File: src/rtl/interrupt_ctrl_pkg.sv
// -----------------------------------------------------------------------------
// interrupt_ctrl_pkg
// Shared definitions for the interrupt controller: arbitration FSM state
// encodings, interrupt source bit indices, dispatch vector constants, the
// latched-winner payload and the vector computation helper.
// No ports (package).
// -----------------------------------------------------------------------------
package interrupt_ctrl_pkg;

  localparam int unsigned NUM_IRQ = 5;
  localparam int unsigned IDX_W   = 3;
  localparam int unsigned DATA_W  = 8;

  // Source bit positions in IF / IE; bit 0 has the highest priority
  localparam int unsigned IRQ_VBLANK = 0;
  localparam int unsigned IRQ_STAT   = 1;
  localparam int unsigned IRQ_TIMER  = 2;
  localparam int unsigned IRQ_SERIAL = 3;
  localparam int unsigned IRQ_JOYPAD = 4;

  // Dispatch addresses for the default vector base
  localparam logic [DATA_W-1:0] VEC_VBLANK = 8'h40;
  localparam logic [DATA_W-1:0] VEC_STAT   = 8'h48;
  localparam logic [DATA_W-1:0] VEC_TIMER  = 8'h50;
  localparam logic [DATA_W-1:0] VEC_SERIAL = 8'h58;
  localparam logic [DATA_W-1:0] VEC_JOYPAD = 8'h60;

  typedef enum logic [1:0] {
    ST_IDLE     = 2'd0,
    ST_REQ      = 2'd1,
    ST_DISPATCH = 2'd2
  } ctrlState_t;

  // Winner captured when a request is offered; held until the next offer
  typedef struct packed {
    logic [IDX_W-1:0]  idx;
    logic [DATA_W-1:0] vector;
  } irqLatch_t;

  // Vector of source idx: base + 8*idx
  function automatic logic [DATA_W-1:0] irqVector(input logic [DATA_W-1:0] base,
                                                  input logic [IDX_W-1:0]  idx);
    return base + DATA_W'({idx, 3'b000});
  endfunction

endpackage

File: src/rtl/interrupt_ctrl_if.sv
// -----------------------------------------------------------------------------
// interrupt_ctrl_if
// CPU-side bus of the interrupt controller.
//   master (CPU side) drives: iIrq, iEof, iEi, iDi, iReti, iIfWe, iIeWe,
//                             iMcuWriteData, iIrqAck
//   slave  (controller) drives: oIf, oIe, oIrqReq, oIrqVector, oWake
// -----------------------------------------------------------------------------
interface interrupt_ctrl_if;
  import interrupt_ctrl_pkg::*;

  logic [NUM_IRQ-1:0] iIrq;
  logic               iEof;
  logic               iEi;
  logic               iDi;
  logic               iReti;
  logic               iIfWe;
  logic               iIeWe;
  logic [DATA_W-1:0]  iMcuWriteData;
  logic               iIrqAck;
  logic [DATA_W-1:0]  oIf;
  logic [DATA_W-1:0]  oIe;
  logic               oIrqReq;
  logic [DATA_W-1:0]  oIrqVector;
  logic               oWake;

  modport master (
    output iIrq, iEof, iEi, iDi, iReti, iIfWe, iIeWe, iMcuWriteData, iIrqAck,
    input  oIf, oIe, oIrqReq, oIrqVector, oWake
  );

  modport slave (
    input  iIrq, iEof, iEi, iDi, iReti, iIfWe, iIeWe, iMcuWriteData, iIrqAck,
    output oIf, oIe, oIrqReq, oIrqVector, oWake
  );

endinterface

File: src/rtl/interrupt_ctrl_priority_enc.sv
// -----------------------------------------------------------------------------
// irq_priority_enc
// Combinational lowest-set-bit encoder used for interrupt arbitration.
//   iPending  in  NUM_IRQ  enabled-and-flagged sources
//   oFound_c  out 1        any bit set
//   oIndex_c  out IDX_W    index of the lowest set bit (0 when none)
// -----------------------------------------------------------------------------
module irq_priority_enc
  import interrupt_ctrl_pkg::*;
(
  input  logic [NUM_IRQ-1:0] iPending,
  output logic               oFound_c,
  output logic [IDX_W-1:0]   oIndex_c
);

  // Scan high to low so the lowest set bit is the last one written
  always_comb begin
    oFound_c = 1'b0;
    oIndex_c = '0;
    for (int i = NUM_IRQ - 1; i >= 0; i--) begin
      if (iPending[i]) begin
        oFound_c = 1'b1;
        oIndex_c = IDX_W'(i);
      end
    end
  end

endmodule

File: src/rtl/interrupt_ctrl.sv
// -----------------------------------------------------------------------------
// interrupt_ctrl
// IF/IE/IME interrupt controller with fixed-priority arbitration and a
// request/acknowledge handshake towards the CPU.
//   iClock       in   sole clock, rising edge
//   iReset       in   synchronous active-high reset
//   bus          slave modport of interrupt_ctrl_if:
//                  iIrq/iEof/iEi/iDi/iReti/iIfWe/iIeWe/iMcuWriteData/iIrqAck in,
//                  oIf/oIe/oIrqReq/oIrqVector/oWake out
// Parameter VECTOR_BASE: dispatch address of source 0.
// Build option INTCTRL_EI_DELAY_EN: when defined, EI takes effect only after
// the next end-of-instruction strobe; otherwise EI enables IME immediately.
// -----------------------------------------------------------------------------
module interrupt_ctrl
  import interrupt_ctrl_pkg::*;
#(
  parameter logic [7:0] VECTOR_BASE = 8'h40
) (
  input  logic             iClock,
  input  logic             iReset,
  interrupt_ctrl_if.slave  bus
);

  logic [NUM_IRQ-1:0] ifReg;
  logic [DATA_W-1:0]  ieReg;
  logic               ime;
  ctrlState_t         state;
  irqLatch_t          winLatch;
  logic               irqReq;

  logic [NUM_IRQ-1:0] pending;
  logic               found;
  logic [IDX_W-1:0]   winIdx;
  logic [NUM_IRQ-1:0] ifBase;
  logic               imeBase;
  logic               eiFire;

  assign pending = ifReg & ieReg[NUM_IRQ-1:0];

  irq_priority_enc uPriorityEnc (
    .iPending (pending),
    .oFound_c (found),
    .oIndex_c (winIdx)
  );

`ifdef INTCTRL_EI_DELAY_EN
  logic eiPending;

  // EI arms a pending enable that fires on a later end-of-instruction
  assign eiFire = eiPending & bus.iEof;

  always_ff @(posedge iClock) begin
    if (iReset) begin
      eiPending <= 1'b0;
    end else if (bus.iDi) begin
      eiPending <= 1'b0;
    end else if (bus.iEi) begin
      eiPending <= 1'b1;
    end else if (bus.iEof) begin
      eiPending <= 1'b0;
    end
  end
`else
  logic unusedEof;

  assign eiFire    = bus.iEi;
  assign unusedEof = bus.iEof;
`endif

  // IF after hardware requests and CPU writes; a request beats a written 0
  always_comb begin
    ifBase = ifReg | bus.iIrq;
    if (bus.iIfWe) begin
      ifBase = bus.iMcuWriteData[NUM_IRQ-1:0] | bus.iIrq;
    end
  end

  // IME after EI/DI/RETI; DI has the last word
  always_comb begin
    imeBase = ime;
    if (bus.iDi) begin
      imeBase = 1'b0;
    end else if (bus.iReti || eiFire) begin
      imeBase = 1'b1;
    end
  end

  // Registers and arbitration FSM
  always_ff @(posedge iClock) begin
    if (iReset) begin
      ifReg    <= '0;
      ieReg    <= '0;
      ime      <= 1'b0;
      state    <= ST_IDLE;
      winLatch <= '0;
      irqReq   <= 1'b0;
    end else begin
      ifReg <= ifBase;
      ime   <= imeBase;
      if (bus.iIeWe) begin
        ieReg <= bus.iMcuWriteData;
      end

      case (state)
        ST_IDLE: begin
          if (ime && found) begin
            state           <= ST_REQ;
            winLatch.idx    <= winIdx;
            winLatch.vector <= irqVector(VECTOR_BASE, winIdx);
            irqReq          <= 1'b1;
          end
        end

        ST_REQ: begin
          // Withdraw as soon as this cycle's writes/DI kill the request
          if (!imeBase || !ifBase[winLatch.idx]) begin
            state  <= ST_IDLE;
            irqReq <= 1'b0;
          end else if (bus.iIrqAck) begin
            state                <= ST_DISPATCH;
            irqReq               <= 1'b0;
            ime                  <= 1'b0;
            ifReg[winLatch.idx]  <= bus.iIrq[winLatch.idx];
          end
        end

        ST_DISPATCH: begin
          state <= ST_IDLE;
        end

        default: begin
          state  <= ST_IDLE;
          irqReq <= 1'b0;
        end
      endcase
    end
  end

  assign bus.oIf        = {3'b111, ifReg};
  assign bus.oIe        = ieReg;
  assign bus.oIrqReq    = irqReq;
  assign bus.oIrqVector = winLatch.vector;
  assign bus.oWake      = |pending;

endmodule

File: src/flat_wrapper.sv
// flat-port wrapper written by rule: the top's interface ports become plain ports
module interrupt_ctrl_flat import interrupt_ctrl_pkg::*;
#(
  parameter logic [7:0] VECTOR_BASE = 8'h40
)
  (iClock, iReset, bus_iIrq, bus_iEof, bus_iEi, bus_iDi, bus_iReti, bus_iIfWe, bus_iIeWe, bus_iMcuWriteData, bus_iIrqAck, bus_oIf, bus_oIe, bus_oIrqReq, bus_oIrqVector, bus_oWake);
  interrupt_ctrl_if bus_i ();
  input  logic iClock;
  input  logic iReset;
  input wire logic [$bits(bus_i.iIrq)-1:0] bus_iIrq;
  input wire logic [$bits(bus_i.iEof)-1:0] bus_iEof;
  input wire logic [$bits(bus_i.iEi)-1:0] bus_iEi;
  input wire logic [$bits(bus_i.iDi)-1:0] bus_iDi;
  input wire logic [$bits(bus_i.iReti)-1:0] bus_iReti;
  input wire logic [$bits(bus_i.iIfWe)-1:0] bus_iIfWe;
  input wire logic [$bits(bus_i.iIeWe)-1:0] bus_iIeWe;
  input wire logic [$bits(bus_i.iMcuWriteData)-1:0] bus_iMcuWriteData;
  input wire logic [$bits(bus_i.iIrqAck)-1:0] bus_iIrqAck;
  output wire logic [$bits(bus_i.oIf)-1:0] bus_oIf;
  output wire logic [$bits(bus_i.oIe)-1:0] bus_oIe;
  output wire logic [$bits(bus_i.oIrqReq)-1:0] bus_oIrqReq;
  output wire logic [$bits(bus_i.oIrqVector)-1:0] bus_oIrqVector;
  output wire logic [$bits(bus_i.oWake)-1:0] bus_oWake;
  assign bus_i.iIrq = bus_iIrq;
  assign bus_i.iEof = bus_iEof;
  assign bus_i.iEi = bus_iEi;
  assign bus_i.iDi = bus_iDi;
  assign bus_i.iReti = bus_iReti;
  assign bus_i.iIfWe = bus_iIfWe;
  assign bus_i.iIeWe = bus_iIeWe;
  assign bus_i.iMcuWriteData = bus_iMcuWriteData;
  assign bus_i.iIrqAck = bus_iIrqAck;
  assign bus_oIf = bus_i.oIf;
  assign bus_oIe = bus_i.oIe;
  assign bus_oIrqReq = bus_i.oIrqReq;
  assign bus_oIrqVector = bus_i.oIrqVector;
  assign bus_oWake = bus_i.oWake;
  interrupt_ctrl #(.VECTOR_BASE(VECTOR_BASE)) u_core (.iClock(iClock), .iReset(iReset), .bus(bus_i));
endmodule
File: config.mk
export PLATFORM = sky130hd
export DESIGN_NAME = interrupt_ctrl_flat
export DESIGN_NICKNAME = d
export VERILOG_FILES = /design/src/rtl/interrupt_ctrl_pkg.sv /design/src/rtl/interrupt_ctrl_if.sv /design/src/rtl/interrupt_ctrl_priority_enc.sv /design/src/rtl/interrupt_ctrl.sv /design/src/flat_wrapper.sv
export SDC_FILE = /design/constraint.sdc
export NUM_CORES = 1
export LEC_CHECK = 0
export ABC_CLOCK_PERIOD_IN_PS = 1500
export CAP_MARGIN = 20
export CORE_MARGIN = 5
export CORE_UTILIZATION = 38
export DETAILED_ROUTE_END_ITERATION = 10
export GPL_TIMING_DRIVEN = 0
export PLACE_DENSITY = 0.77
export REMOVE_ABC_BUFFERS = 1
export SYNTH_ARGS = -nofsm -noshare
export SYNTH_HDL_FRONTEND = slang
export SYNTH_HIERARCHICAL = 1
export SYNTH_SLANG_ARGS = --single-unit
File: constraint.sdc
create_clock -name iClock -period 1.5 [get_ports iClock]
set_input_delay 0.3 -clock iClock [delete_from_list [all_inputs] [get_ports iClock]]
set_output_delay 0.3 -clock iClock [all_outputs]
set_load 0.02 [all_outputs]
* Word level (Yosys, flattened, before mapping)
Cells that the tools add are included.
** Word-level totals
- Register bits after elaboration :: 28
- Input port bits :: 22
- Output and inout bits :: 26
- Word-level logic and storage cells :: 63
** Operators by class
- Add/sub/neg operators :: 1
- Order comparisons :: 2
- Equal/unequal tests :: 4
- Muxes and demuxes :: 34
- Bitwise gates (word level) :: 4
- Reduce and logical (&&, ||, !) cells :: 11
** Operators by type and width (number)
- 5-bit two-way mux :: 4
- 1-bit two-way mux :: 16
- 3-bit two-way mux :: 5
- 5-bit bitwise OR :: 2
- 7-bit by 6-bit adder with 8-bit output (first input constant) :: 1
- 1-bit binary-select mux with 3-bit select :: 2
- 2-bit two-way mux :: 3
- 5-bit AND :: 1
- 5-bit bitwise mux :: 1
- 5-bit OR reduction :: 1
- 3-bit by 4-bit < comparator with 1-bit output (second input constant) :: 1
- 2-bit case mux with 2 select lines :: 1
- 2-bit AND reduction :: 2
- 1-bit demux with 3-bit select :: 1
- 3-bit by 1-bit greater-or-equal comparator with 1-bit output (second input constant) :: 1
- 3-bit by 2-bit != test with 1-bit output (second input constant) :: 1
- 1-bit case mux with 3 select lines :: 1
- 3-bit AND reduction :: 1
- 2-bit by 1-bit equality test with 1-bit output (second input constant) :: 1
- 2-bit equality test (second input constant) :: 1
- 1-bit logical AND :: 2
- 1-bit zero test :: 2
- 2-bit zero test :: 1
- 1-bit logical OR :: 2
- 2 further kinds :: 2

* Depth between registers and ports, before layout
Gate-level depths: netlist of the first run.
- Word-level depth :: 9
- Mapped depth :: 8
- Depth with buffers taken out :: 8

* Cells and area by module
Netlist of the first run, hierarchy kept.
** Modules (own cells, without submodules)
- interrupt_ctrl :: instances 1, cells each 115, area each 1091.0 µm², seq. area each 420.4 µm²
- irq_priority_enc :: instances 1, cells each 8, area each 48.8 µm², seq. area each 0.0 µm²

* Worst setup path before layout of the first run
No wires, ideal clock.
- Path kind :: register to register
- Start :: reg u_core.ifReg[0]
- End :: reg u_core.irqReq, in the netlist u_core/bus.oIrqReq
- Setup time :: 0.118 ns
- Data arrival time :: 1.565 ns
- Data required time :: 1.382 ns
- Slack :: -0.183 ns
- Cell stages (with the launch flop) :: 9
- Path buffers :: 0
- Clock period less this slack :: 1.683 ns
- Cells stage by stage :: dfxtp_1 and2_1 nor4_2 nand2b_1 nand2_1 nor3_2 or2_1 and4_1 o2bb2ai_1
** Between the ends
- Elaborated cells between the ends (all ways) :: 14
- Classes of those cells :: eq/ne: 2; mux: 6; bitwise: 2; reduce/logical: 4
** RTL lines
- from (decl) :: RTL line interrupt_ctrl.sv:24 : logic [NUM_IRQ-1:0] ifReg;
- from (signal assigned) :: RTL line interrupt_ctrl.sv:98 : ifReg <= ifBase;
- from (signal, indexed assignment) :: RTL line interrupt_ctrl.sv:123 : ifReg[winLatch.idx] <= bus.iIrq[winLatch.idx];
- 5-bit AND :: RTL line interrupt_ctrl.sv:38 : assign pending = ifReg & ieReg[NUM_IRQ-1:0];
- net u_core.pending[0] :: RTL line interrupt_ctrl.sv:31 : logic [NUM_IRQ-1:0] pending;
- 1-bit two-way mux :: RTL line interrupt_ctrl_priority_enc.sv:21 : if (iPending[i]) begin
- net u_core.found :: RTL line interrupt_ctrl.sv:32 : logic found;
- 1-bit logical AND :: RTL line interrupt_ctrl.sv:106 : if (ime && found) begin
- 2-bit by 1-bit != test with 1-bit output (no source line)
- 3-bit AND reduction (no source line)
- to (signal assigned) :: RTL line interrupt_ctrl.sv:110 : irqReq <= 1'b1;
- to (signal assigned) :: RTL line interrupt_ctrl.sv:118 : irqReq <= 1'b0;
- to (signal assigned) :: RTL line interrupt_ctrl.sv:121 : irqReq <= 1'b0;
- to (decl) :: RTL line interrupt_ctrl.sv:29 : logic irqReq;
The timed path passes the listed nets, and every way through them passes these cells. The select of a mux whose other input is x is not followed.
A chain may end at the register's enable or synchronous reset.

* Final worst setup path of the first run
- Start :: reg u_core.ifReg[2]
- End :: out bus_oWake
** Between the ends
- Longest elaborated chain between the ends :: 2
** RTL lines
- 5-bit AND :: RTL line interrupt_ctrl.sv:38
- net u_core.pending[2] :: RTL line interrupt_ctrl.sv:31
- 5-bit OR reduction :: RTL line interrupt_ctrl.sv:143 : assign bus.oWake = |pending;
- to (decl) :: RTL line flat_wrapper.sv:23 : output wire logic [$bits(bus_i.oWake)-1:0] bus_oWake;
The timed path passes the listed nets, and every way through them passes these cells.

==> results of run 1 <==
==> how the worst max path moves through the flow <==
stage | end | from | slack (ns)
2_1_floorplan | u_core/bus.oIrqReq | u_core/ifReg[0] | -0.18
3_3_place_gp | u_core/ifReg[2] | bus_iIfWe | -0.77
3_5_place_dp | u_core/state[0] | bus_iIfWe | -0.80
4_1_cts | bus_oWake | u_core/ifReg[1] | -0.37
5_1_grt | bus_oWake | u_core/ifReg[1] | -0.44
6_report | bus_oWake | u_core/ifReg[2] | -0.38
==> flip-flops by register name, indices dropped and copies added, names as in the netlist <==
name,flops
u_core/bus.oIe,8
u_core/ime,1
u_core/ifReg,5
u_core/winLatch,2
u_core/bus.oIrqVector,2
u_core/state,2
u_core/bus.oIrqReq,1
==> cells in the mapped netlist <==
master      n  area, sq um
clkbuf_1    3         11.3
inv_1       4         15.0
a221o_1     1         10.0
and4_1      2         17.5
nor3b_2     1         12.5
buf_4       7         52.6
nor3_1      5         25.0
o2bb2ai_1   1         8.76
conb_1      2         7.51
or2_2       4         25.0
mux2i_1    12          120
a211oi_2    3         37.5
a21oi_1     1         5.00
o32ai_1     1         8.76
nor2_1     16         60.1
and2_4      1         8.76
a311oi_1    1         8.76
nor4_2      1         12.5
nand2b_1    6         37.5
or2_0       1         6.26
a31oi_1     4         25.0
or4_1       1         7.51
or2_1       1         6.26
or2b_1      1         7.51
buf_6       1         11.3
nor3_2      1         10.0
a211o_1     1         8.76
and2_1      6         37.5
a41oi_1     1         8.76
nor2b_1     2         12.5
nor3b_4     1         18.8
nand2_1     4         15.0
nor2b_2     2         17.5
nor4_1      1         6.26
a221oi_4    1         26.3
a32o_1      1         10.0
dfxtp_1    21          420
==> critical path, delay by kind of cell (launching register included) <==
| kind | cells | cell delay [ns] |
|---|---|---|
| buffers and inverters | 1 | 0.15 |
| flip-flops | 1 | 0.34 |
| AND/OR/NAND/NOR | 3 | 0.79 |
==> cells by family after synthesis <==
family                 Yosys count
AND/OR/NAND/NOR                 57
flip-flops                      21
buffers and inverters           15
AO/OA/AOI/OAI                   16
other                            2
multiplexers                    12
==> per-stage QoR <==
step           setup TNS (ns)  power (W)  std cells  utilization (%)  hold slack (ns)
2_1_floorplan          -0.770   0.000760        117                -            0.372
3_3_place_gp            -7.28   0.000910        187             53.9            0.455
3_5_place_dp            -8.14   0.000918        187             53.9            0.475
4_1_cts                -0.841    0.00119        203             60.2            0.422
5_1_grt                 -1.95    0.00130        207             64.4            0.466
6_report                -1.26    0.00123        207             64.4            0.421
==> power breakdown <==
part,internal (W),switching (W),total [W],leakage (nW)
logic,0.000168,0.000184,0.000351,0.604
registers,0.000585,0.0000193,0.000604,0.176
clock network,0.000104,0.000173,0.000277,0.0150
total,0.000856,0.000376,0.00123,0.795
==> cells in the final DEF (no fill, tap or decap), drive strengths merged <==
cell type      count
dlygate4sd2       22
dfxtp             21
buf               17
nor2              16
clkdlybuf4s50     14
mux2i             12
conb               7
and2               7
nand2b             6
nor3               6
or2                6
inv                4
a31oi              4
clkbuf             4
nand2              4
nor2b              4
a211oi             3
nor3b              2
and4               2
nor4               2
clkdlybuf4s15      1
dlymetal6s2s       1
or4                1
a211o              1
or2b               1
o32ai              1
a221o              1
a221oi             1
a32o               1
a311oi             1
a41oi              1
o2bb2ai            1
a21oi              1
==> metal layers <==
layer | GRT usage, % | up-vias | wire (um)
met1 | 17.7 | 516 | 1490
met5 | 0 | - | 0
met2 | 30.4 | 27 | 1950
met3 | 3.80 | 6 | 141
li1 | - | 523 | -
met4 | 2.64 | 0 | 55
==> layout make-up <==
type / count / area, sq um
clock buffer: 4 / 26.3
inverter: 4 / 15.0
multi-input combinational: 92 / 788
fill: 208 / 998
timing repair buffer: 55 / 503
sequential: 21 / 435
tap: 31 / 38.8
==> what timing repair did <==
action                                  CTS  global route
setup buffers                            12             4
resized for setup                        56            17
pin swaps                                12            11
endpoints found under the setup margin   31            14
==> metrics, run 1 <==
run status finished, violations left; failing checks negative setup slack; CTS max path bufs 2; Detailed Route WL 3640 um; Hold Startpoint bus_iMcuWriteData[2]; CP startpoint kind flop; pre-CTS setup slack -0.795 ns; final antenna-violating net count 0; clock skew 0.00635 ns; total grt overflow 0; worst hold path class input pin to flop; port bufs 39; relative slew slack 53.9%; RSZ-0062 raised after global routing yes; first-pass GRT wire length 5300 um; simple-gate share of the synthesized area 30.2%; compound-gate portion of the synthesized area 13.8%; critical path's largest stage delay 0.42 ns; Clock Latency Late Sink 0.31 ns; dpl cell area 0.00151 sq mm; distinct cell type count after synthesis 37; Worst Path Arrival 1.58 ns; Pwr Density 682 mW/mm^2; pin count of the biggest net entering global routing 19; IO Pins 48; # nets final 199; synth warn 6; area of the core 0.00281 sq mm; setup violators final 11; critical path, cell by cell and2_4, or2_0, or4_4, buf_6; final critical-path share of the clock period 125%; Slew Limit Fails 0; Worst path slowest cell or4_4; Post-DP HPWL 2330 um; #FFs+latches synth 21; initial antenna violation count 0; layout cells sized above 1 35.2%; Leakage 0.795 nW; Rows 19; Post-Synth Adder-Cell Area 0%; post-synthesis sequential area ratio 36.9%; gp weighted congestion 0.833; Total GRT Usage 15.8%; MaxCap Viol Count 0; Register-to-Register Path Depth 8; reg2reg end u_core/bus.oIrqReq; crit path kind flop to output pin; largest fanout on the critical path 3; H-tree depth 1; Mean Syn Cell Area 9.27 sq um; Root Driver clkbuf_4; hold path cells 3; Fin. Hold Viols 0; die footprint 0.00420 sq mm; drt pass-1 iters 4; Worst VDD drop 0.000586 V; Via density 5.18; CTS tree built; R2R Setup Slk -0.17 ns; Die Y-Extent 64.8 um; DR WL/cell 17.6 um; cts hold-fix bufs 0; Initial Util 40.6%; XOR/XNOR share of the synthesized area 0%; Post-Syn Area 0.00114 sq mm; via count 1072; area added between synthesis and finish 58.5%; largest family of logic cells by synthesized area simple AND/OR/NAND/NOR gates; Post-route DRC 0; Chip Width 64.8 um; multiplexer share of the synthesized area 10.5%; Reg2Reg Launch Point u_core/ifReg[3]; Iteration-0 DRC Markers 23; Post-Synthesis Cells 123; Antenna Cells 0; final worst slack -0.381 ns; cts bufs inserted 3; worst slew pin tran 0.690 ns; clk sinks 21; post-route minimum period 1.88 ns; Reg clk slew, reported paths 0.11 ns; vias in the first global route 1152; CP required 1.20 ns; Worst Setup End Kind output pin; Min-Delay Endpoint u_core/bus.oIe[2]; f_max 532 MHz; final instance area 0.00181 sq mm
Note: power is estimated with default switching activity, not from simulation.
==> run 2, diff against run 1 <==
==> constraint.sdc (replaced) <==
create_clock -name iClock -period 1.5 [get_ports iClock]
set_input_delay 0.15 -clock iClock [delete_from_list [all_inputs] [get_ports iClock]]
set_output_delay 0.15 -clock iClock [all_outputs]
set_load 0.02 [all_outputs]
==> run 2 against run 1 <==
Against the previous run:
- the run still ends with negative setup slack left
- largest power group unchanged
- wire length decreased by 6.0%
- count of clock-buffer cells in the layout unchanged
- combinational power about the same
- sequential power about the same
- largest cell class unchanged
- die area unchanged
- critical path depth unchanged
- maximum frequency increased by 6.8%
- flip-flop and latch count unchanged
- critical path type unchanged
==> metrics, run 2 (synthesis gave the netlist of run 1 again) <==
most frequent cells in the layout clkdlybuf4s50_1 (32), dfxtp_1 (15), nor2_1 (14), mux2i_1 (11), conb_1 (7) (was dlygate4sd2_1 (22), clkdlybuf4s50_1 (14), nor2_1 (14), dfxtp_1 (13), buf_4 (12)); DR WL met3 170 um (was 141 um); Pwr Density 699 mW/mm^2 (was 682 mW/mm^2); Reg clk slew, reported paths 0.11 ns (about the same); failing checks negative setup slack (unchanged); final critical-path share of the clock period 117% (was 125%); Worst Setup End Kind output pin (unchanged); first-pass GRT wire length 5130 um (was 5300 um); post-route minimum period 1.76 ns (was 1.88 ns); Fillers 219 (was 208); Critical path origin u_core/ifReg[2] (unchanged); setup TNS -1.42 ns (was -1.26 ns); relative slew slack 52.2% (was 53.9%); CP endpoint bus_oWake (unchanged); Root Driver clkbuf_4 (unchanged); Fin. Hold Viols 0 (unchanged); MaxCap Viol Count 0 (unchanged); Clk pwr share 22.0% (was 22.5%); area of the core 0.00281 sq mm (unchanged); clock skew 0.00160 ns (was 0.00635 ns); Via density 5.37 (was 5.18); initial antenna violation count 0 (unchanged); max reg flops 8 (unchanged); NetSw 0.000364 W (was 0.000376 W); Leakage 0.732 nW (was 0.795 nW); Antenna Cells 0 (unchanged); # nets final 191 (was 199); Post-Route M1 WL 1420 um (was 1490 um); CP startpoint kind flop (unchanged); DR WL/cell 17.2 um (was 17.6 um); Initial Util 40.6% (unchanged); vias in the first global route 1106 (was 1152); Die Y-Extent 64.8 um (unchanged); CTS max path bufs 2 (unchanged); Detailed Route WL 3430 um (was 3640 um); Worst Path Arrival 1.61 ns (was 1.58 ns); RSZ-0062 raised after global routing yes (unchanged); Sequential cell area 433 sq um (was 435 sq um); final hold slack 0.463 ns (was 0.421 ns); crit path kind flop to output pin (unchanged); sequential fraction of design power 49.2% (was 49.0%); combinational power share 28.7% (was 28.5%); drt pass-1 iters 4 (unchanged); multi-input logic area 781 sq um (was 788 sq um); Clock Latency Late Sink 0.30 ns (was 0.31 ns); cts hold-fix bufs 0 (unchanged); Post-DP HPWL 2330 um (unchanged); H-tree depth 1 (unchanged); Int Pwr 0.000863 W (was 0.000856 W); Worst VDD drop 0.000606 V (was 0.000586 V); port bufs 39 (unchanged); setup violators final 13 (was 11); largest fanout on the critical path 4 (was 3); clk sinks 21 (unchanged); pin count of the biggest net entering global routing 19 (unchanged); Slew Limit Fails 0 (unchanged); Post-route DRC 0 (unchanged); worst hold path class input pin to flop (unchanged); cts bufs inserted 3 (unchanged); post-layout power 0.00123 W (about the same); run status finished, violations left (unchanged); area added between synthesis and finish 54.1% (was 58.5%); Chip Width 64.8 um (unchanged); gp weighted congestion 0.833 (unchanged); Iteration-0 DRC Markers 25 (was 23); die footprint 0.00420 sq mm (unchanged); R2R Setup Slk -0.18 ns (was -0.17 ns); reg2reg end u_core/bus.oIrqReq (unchanged); Reg2Reg Launch Point u_core/ifReg[0] (was u_core/ifReg[3]); Register-to-Register Path Depth 8 (unchanged); switch share 29.7% (was 30.5%); CTS tree built (unchanged); layout cells sized above 1 29.8% (was 35.2%); max layer used met4 (unchanged); Total GRT Usage 15.2% (was 15.8%); CP required 1.35 ns (was 1.20 ns); hold path cells 3 (unchanged); DR WL met2 1820 um (was 1950 um); Rows 19 (unchanged); worst slew pin tran 0.714 ns (was 0.690 ns); f_max 568 MHz (was 532 MHz); final antenna-violating net count 0 (unchanged); commonest non-fill, non-tap cell in the layout clkdlybuf4s50_1 (was dlygate4sd2_1); total grt overflow 0 (unchanged); IO Pins 48 (unchanged); final core occ 62.6% (was 64.4%); final worst slack -0.261 ns (was -0.381 ns); via count 1068 (was 1072)
-- run 2: cell types whose count changed in the layout (fill, tap and decap cells not counted), sizes merged --
cell	before	now
dlygate4sd2	22	3
clkdlybuf4s50	14	32
buf	17	9
dlymetal6s2s	1	3
clkdlybuf4s15	1	0
-- run 2: worst min path at each step --
stage               slack (ns)                       end                startpoint
floorplan                 0.22                u_core/ime                    iReset
global placement          0.46  u_core/bus.oIrqVector[6]  u_core/bus.oIrqVector[6]
detailed placement        0.48  u_core/bus.oIrqVector[6]  u_core/bus.oIrqVector[6]
CTS                       0.46         u_core/bus.oIe[7]      bus_iMcuWriteData[7]
global route              0.46         u_core/bus.oIe[7]      bus_iMcuWriteData[7]
finish                    0.46         u_core/bus.oIe[7]      bus_iMcuWriteData[7]
-- run 2: critical path, stage by stage (launching register included) --
cell	delay (ns)
dfxtp_2	0.35
and2_4	0.17
or2_0	0.22
or4_4	0.42
buf_6	0.15
-- run 2: routing by layer --
metal | vias up | track usage (%)
li1 | 511 | -
met1 | 522 | 18.1
met2 | 33 | 28.0
met3 | 2 | 3.80
met4 | 0 | 2.11
met5 | - | 0
-- run 2: layout make-up --
| cell class | instances | share of cell area [%] |
|---|---|---|
| repair buffers | 47 | 26.4 |
| clock buffers | 4 | 1.50 |
| flip-flops and latches | 21 | 24.6 |
| inverters | 4 | 0.855 |
| well taps | 31 | 2.21 |
| multi-input cells | 92 | 44.4 |
-- run 2: what timing repair did --
item,in CTS,in global routing
setup endpoints to repair,16,16
pin swaps,9,8
cloned,0,0
resized for setup,26,21
buffers inserted,7,1
-- run 2: stage by stage --
stage	instances	cell area, sq um	worst slack, ns
6_report	199	1760	-0.261
2_1_floorplan	117	1080	-0.183
3_5_place_dp	187	1510	-0.645
5_1_grt	199	1760	-0.321
4_1_cts	198	1650	-0.232
3_3_place_gp	187	1510	-0.616
-- run 2: power by group through the flow --
stage	clock network [W]	logic, W	registers (W)
2_1_floorplan	0	0.000115	0.000645
3_3_place_gp	0	0.000295	0.000614
3_5_place_dp	0	0.000301	0.000616
4_1_cts	0.000275	0.000319	0.000603
5_1_grt	0.000326	0.000370	0.000609
6_report	0.000270	0.000353	0.000604
==> run 3, diff against run 2 <==
- CORE_MARGIN: 5 -> 2
==> run 3 against run 2 <==
Against the previous run:
- the flow finishes with violations (design-rule violations, negative setup slack)
- register-to-register slack got worse by 0.03 ns
- maximum frequency rose by 1.6%
- largest cell class unchanged
- count of clock-buffer cells in the layout fell by 1
- sequential share of layout area rose by 0.39 points
- critical path depth did not move
==> metrics, run 3 (synthesis gave the netlist of run 1 again) <==
run status finished, violations left (unchanged); failing checks design-rule violations, negative setup slack (was negative setup slack); drt pass-1 iters 7 (was 4); CTS max path bufs 2 (unchanged); multi-input logic area 738 sq um (was 781 sq um); Chip Width 58.8 um (was 64.8 um); CP required 1.35 ns (about the same); relative slew slack 53.6% (was 52.2%); Rows 19 (unchanged); Reg2Reg Launch Point u_core/ifReg[1] (was u_core/ifReg[0]); Leakage 0.717 nW (was 0.732 nW); Via density 5.30 (was 5.37); f_max 577 MHz (was 568 MHz); CP startpoint kind flop (unchanged); post-route minimum period 1.73 ns (was 1.76 ns); Reg clk slew, reported paths 0.13 ns (was 0.11 ns); Iteration-0 DRC Markers 39 (was 25); RSZ-0062 raised after global routing yes (unchanged); Initial Util 40.6% (unchanged); gp weighted congestion 0.880 (was 0.833); Critical path origin u_core/ifReg[1] (was u_core/ifReg[2]); Fin. Hold Viols 0 (unchanged); crit path kind flop to output pin (unchanged); total grt overflow 0 (unchanged); initial antenna violation count 0 (unchanged); CTS tree built (unchanged); IO Pins 48 (unchanged); Hold Startpoint bus_iMcuWriteData[7] (unchanged); largest fanout on the critical path 4 (unchanged); Post-route DRC 2 (was 0); Post-Layout Cell Count 201 (was 199); DR WL/cell 16.2 um (was 17.2 um); max reg flops 8 (unchanged); post-layout power 0.00122 W (was 0.00123 W); Die Y-Extent 58.8 um (was 64.8 um); MaxCap Viol Count 0 (unchanged); final critical-path share of the clock period 116% (was 117%); layout cells sized above 1 29.4% (was 29.8%); setup violators final 12 (was 13); Antenna Cells 0 (unchanged); setup TNS -1.53 ns (was -1.42 ns); H-tree depth 1 (unchanged); vias in the first global route 1094 (was 1106); Pwr Density 705 mW/mm^2 (was 699 mW/mm^2); Worst VDD drop 0.000558 V (was 0.000606 V); Worst Path Arrival 1.58 ns (was 1.61 ns); clock skew 0.0195 ns (was 0.00160 ns); pin count of the biggest net entering global routing 19 (unchanged); final hold slack 0.454 ns (was 0.463 ns); cts hold-fix bufs 0 (unchanged); Inst Count DP 187 (unchanged); final worst slack -0.233 ns (was -0.261 ns); die footprint 0.00345 sq mm (was 0.00420 sq mm); Slew Limit Fails 0 (unchanged); via count 1065 (was 1068); cts bufs inserted 3 (unchanged); area added between synthesis and finish 51.3% (was 54.1%); clk sinks 21 (unchanged); Worst Setup End Kind output pin (unchanged); most frequent cells in the layout clkdlybuf4s50_1 (33), dfxtp_1 (16), nor2_1 (15), mux2i_1 (12), buf_4 (9) (was clkdlybuf4s50_1 (32), dfxtp_1 (15), nor2_1 (14), mux2i_1 (11), conb_1 (7)); commonest non-fill, non-tap cell in the layout clkdlybuf4s50_1 (unchanged); Root Driver clkbuf_4 (unchanged); port bufs 39 (unchanged); Fillers 232 (was 219); Total GRT Usage 18.7% (was 15.2%); Post-DP HPWL 2140 um (was 2330 um); first-pass GRT wire length 4970 um (was 5130 um); Sequential cell area 432 sq um (was 433 sq um); area of the core 0.00281 sq mm (unchanged); worst hold path class input pin to flop (unchanged); # nets final 193 (was 191); Detailed Route WL 3260 um (was 3430 um); worst slew pin tran 0.693 ns (was 0.714 ns); final antenna-violating net count 0 (unchanged); Clock Latency Late Sink 0.31 ns (was 0.30 ns)
==> run 3: cell count changes in the layout (fill, tap and decap cells not counted), moves of 2 or more <==
cell            delta
a31oi_1            +4
a31oi_4            -4
buf_4              +3
buf_6              -2
dlymetal6s2s_1     -2
==> run 3: through the flow <==
step                      utilization, %  instance area, sq um  worst slack [ns]
after floorplan                        -                  1080            -0.183
final                               61.5                  1720            -0.233
after global placement              53.9                  1510            -0.614
after CTS                           58.8                  1650            -0.229
after detailed placement            53.9                  1510            -0.660
after global routing                61.5                  1720            -0.303
==> run 3: worst max-delay path, cell delays in order, from the launching register on <==
cell	delay [ns]
dfxtp_2	0.34
and2_4	0.17
or2_0	0.19
or4_4	0.41
buf_6	0.15
==> run 3: where the power goes <==
| group | leakage [nW] | switching, W | internal [W] |
|---|---|---|---|
| logic | 0.525 | 0.000170 | 0.000169 |
| clock network | 0.0177 | 0.000174 | 0.0000996 |
| registers | 0.175 | 0.0000186 | 0.000584 |
| total | 0.717 | 0.000363 | 0.000852 |
==> run 3: final cells by class <==
cell class	instances	area share [%]
Clock buffer	3	1.31
Clock inverter	1	0.290
Inverter	4	0.871
Multi-Input combinational cell	92	42.8
Sequential cell	21	25.0
Tap cell	31	2.25
Timing Repair Buffer	49	27.4
==> run 3: worst paths after layout <==
check / endpoint / depth (start not counted) / slack (ns)
max: bus_oWake / 4 / -0.23
min: u_core/bus.oIe[7] / 3 / 0.45
max reg2reg: u_core/ime / 6 / -0.21
min reg2reg: u_core/bus.oIrqVector[6] / 2 / 0.50
==> run 3: layer usage <==
metal / share of wire, % / global-route usage (%) / vias up
li1: - / - / 513
met1: 40 / 20.8 / 513
met2: 54 / 34.4 / 34
met3: 5.2 / 5.49 / 5
met4: 0.83 / 4.87 / 0
met5: 0 / 0 / -
==> run 3: what timing repair did <==
| action | 4_1_cts | 5_1_grt |
|---|---|---|
| setup buffers | 6 | 4 |
| pin swaps | 6 | 8 |
| resized for setup | 27 | 12 |
| endpoints found under the setup margin | 16 | 14 |
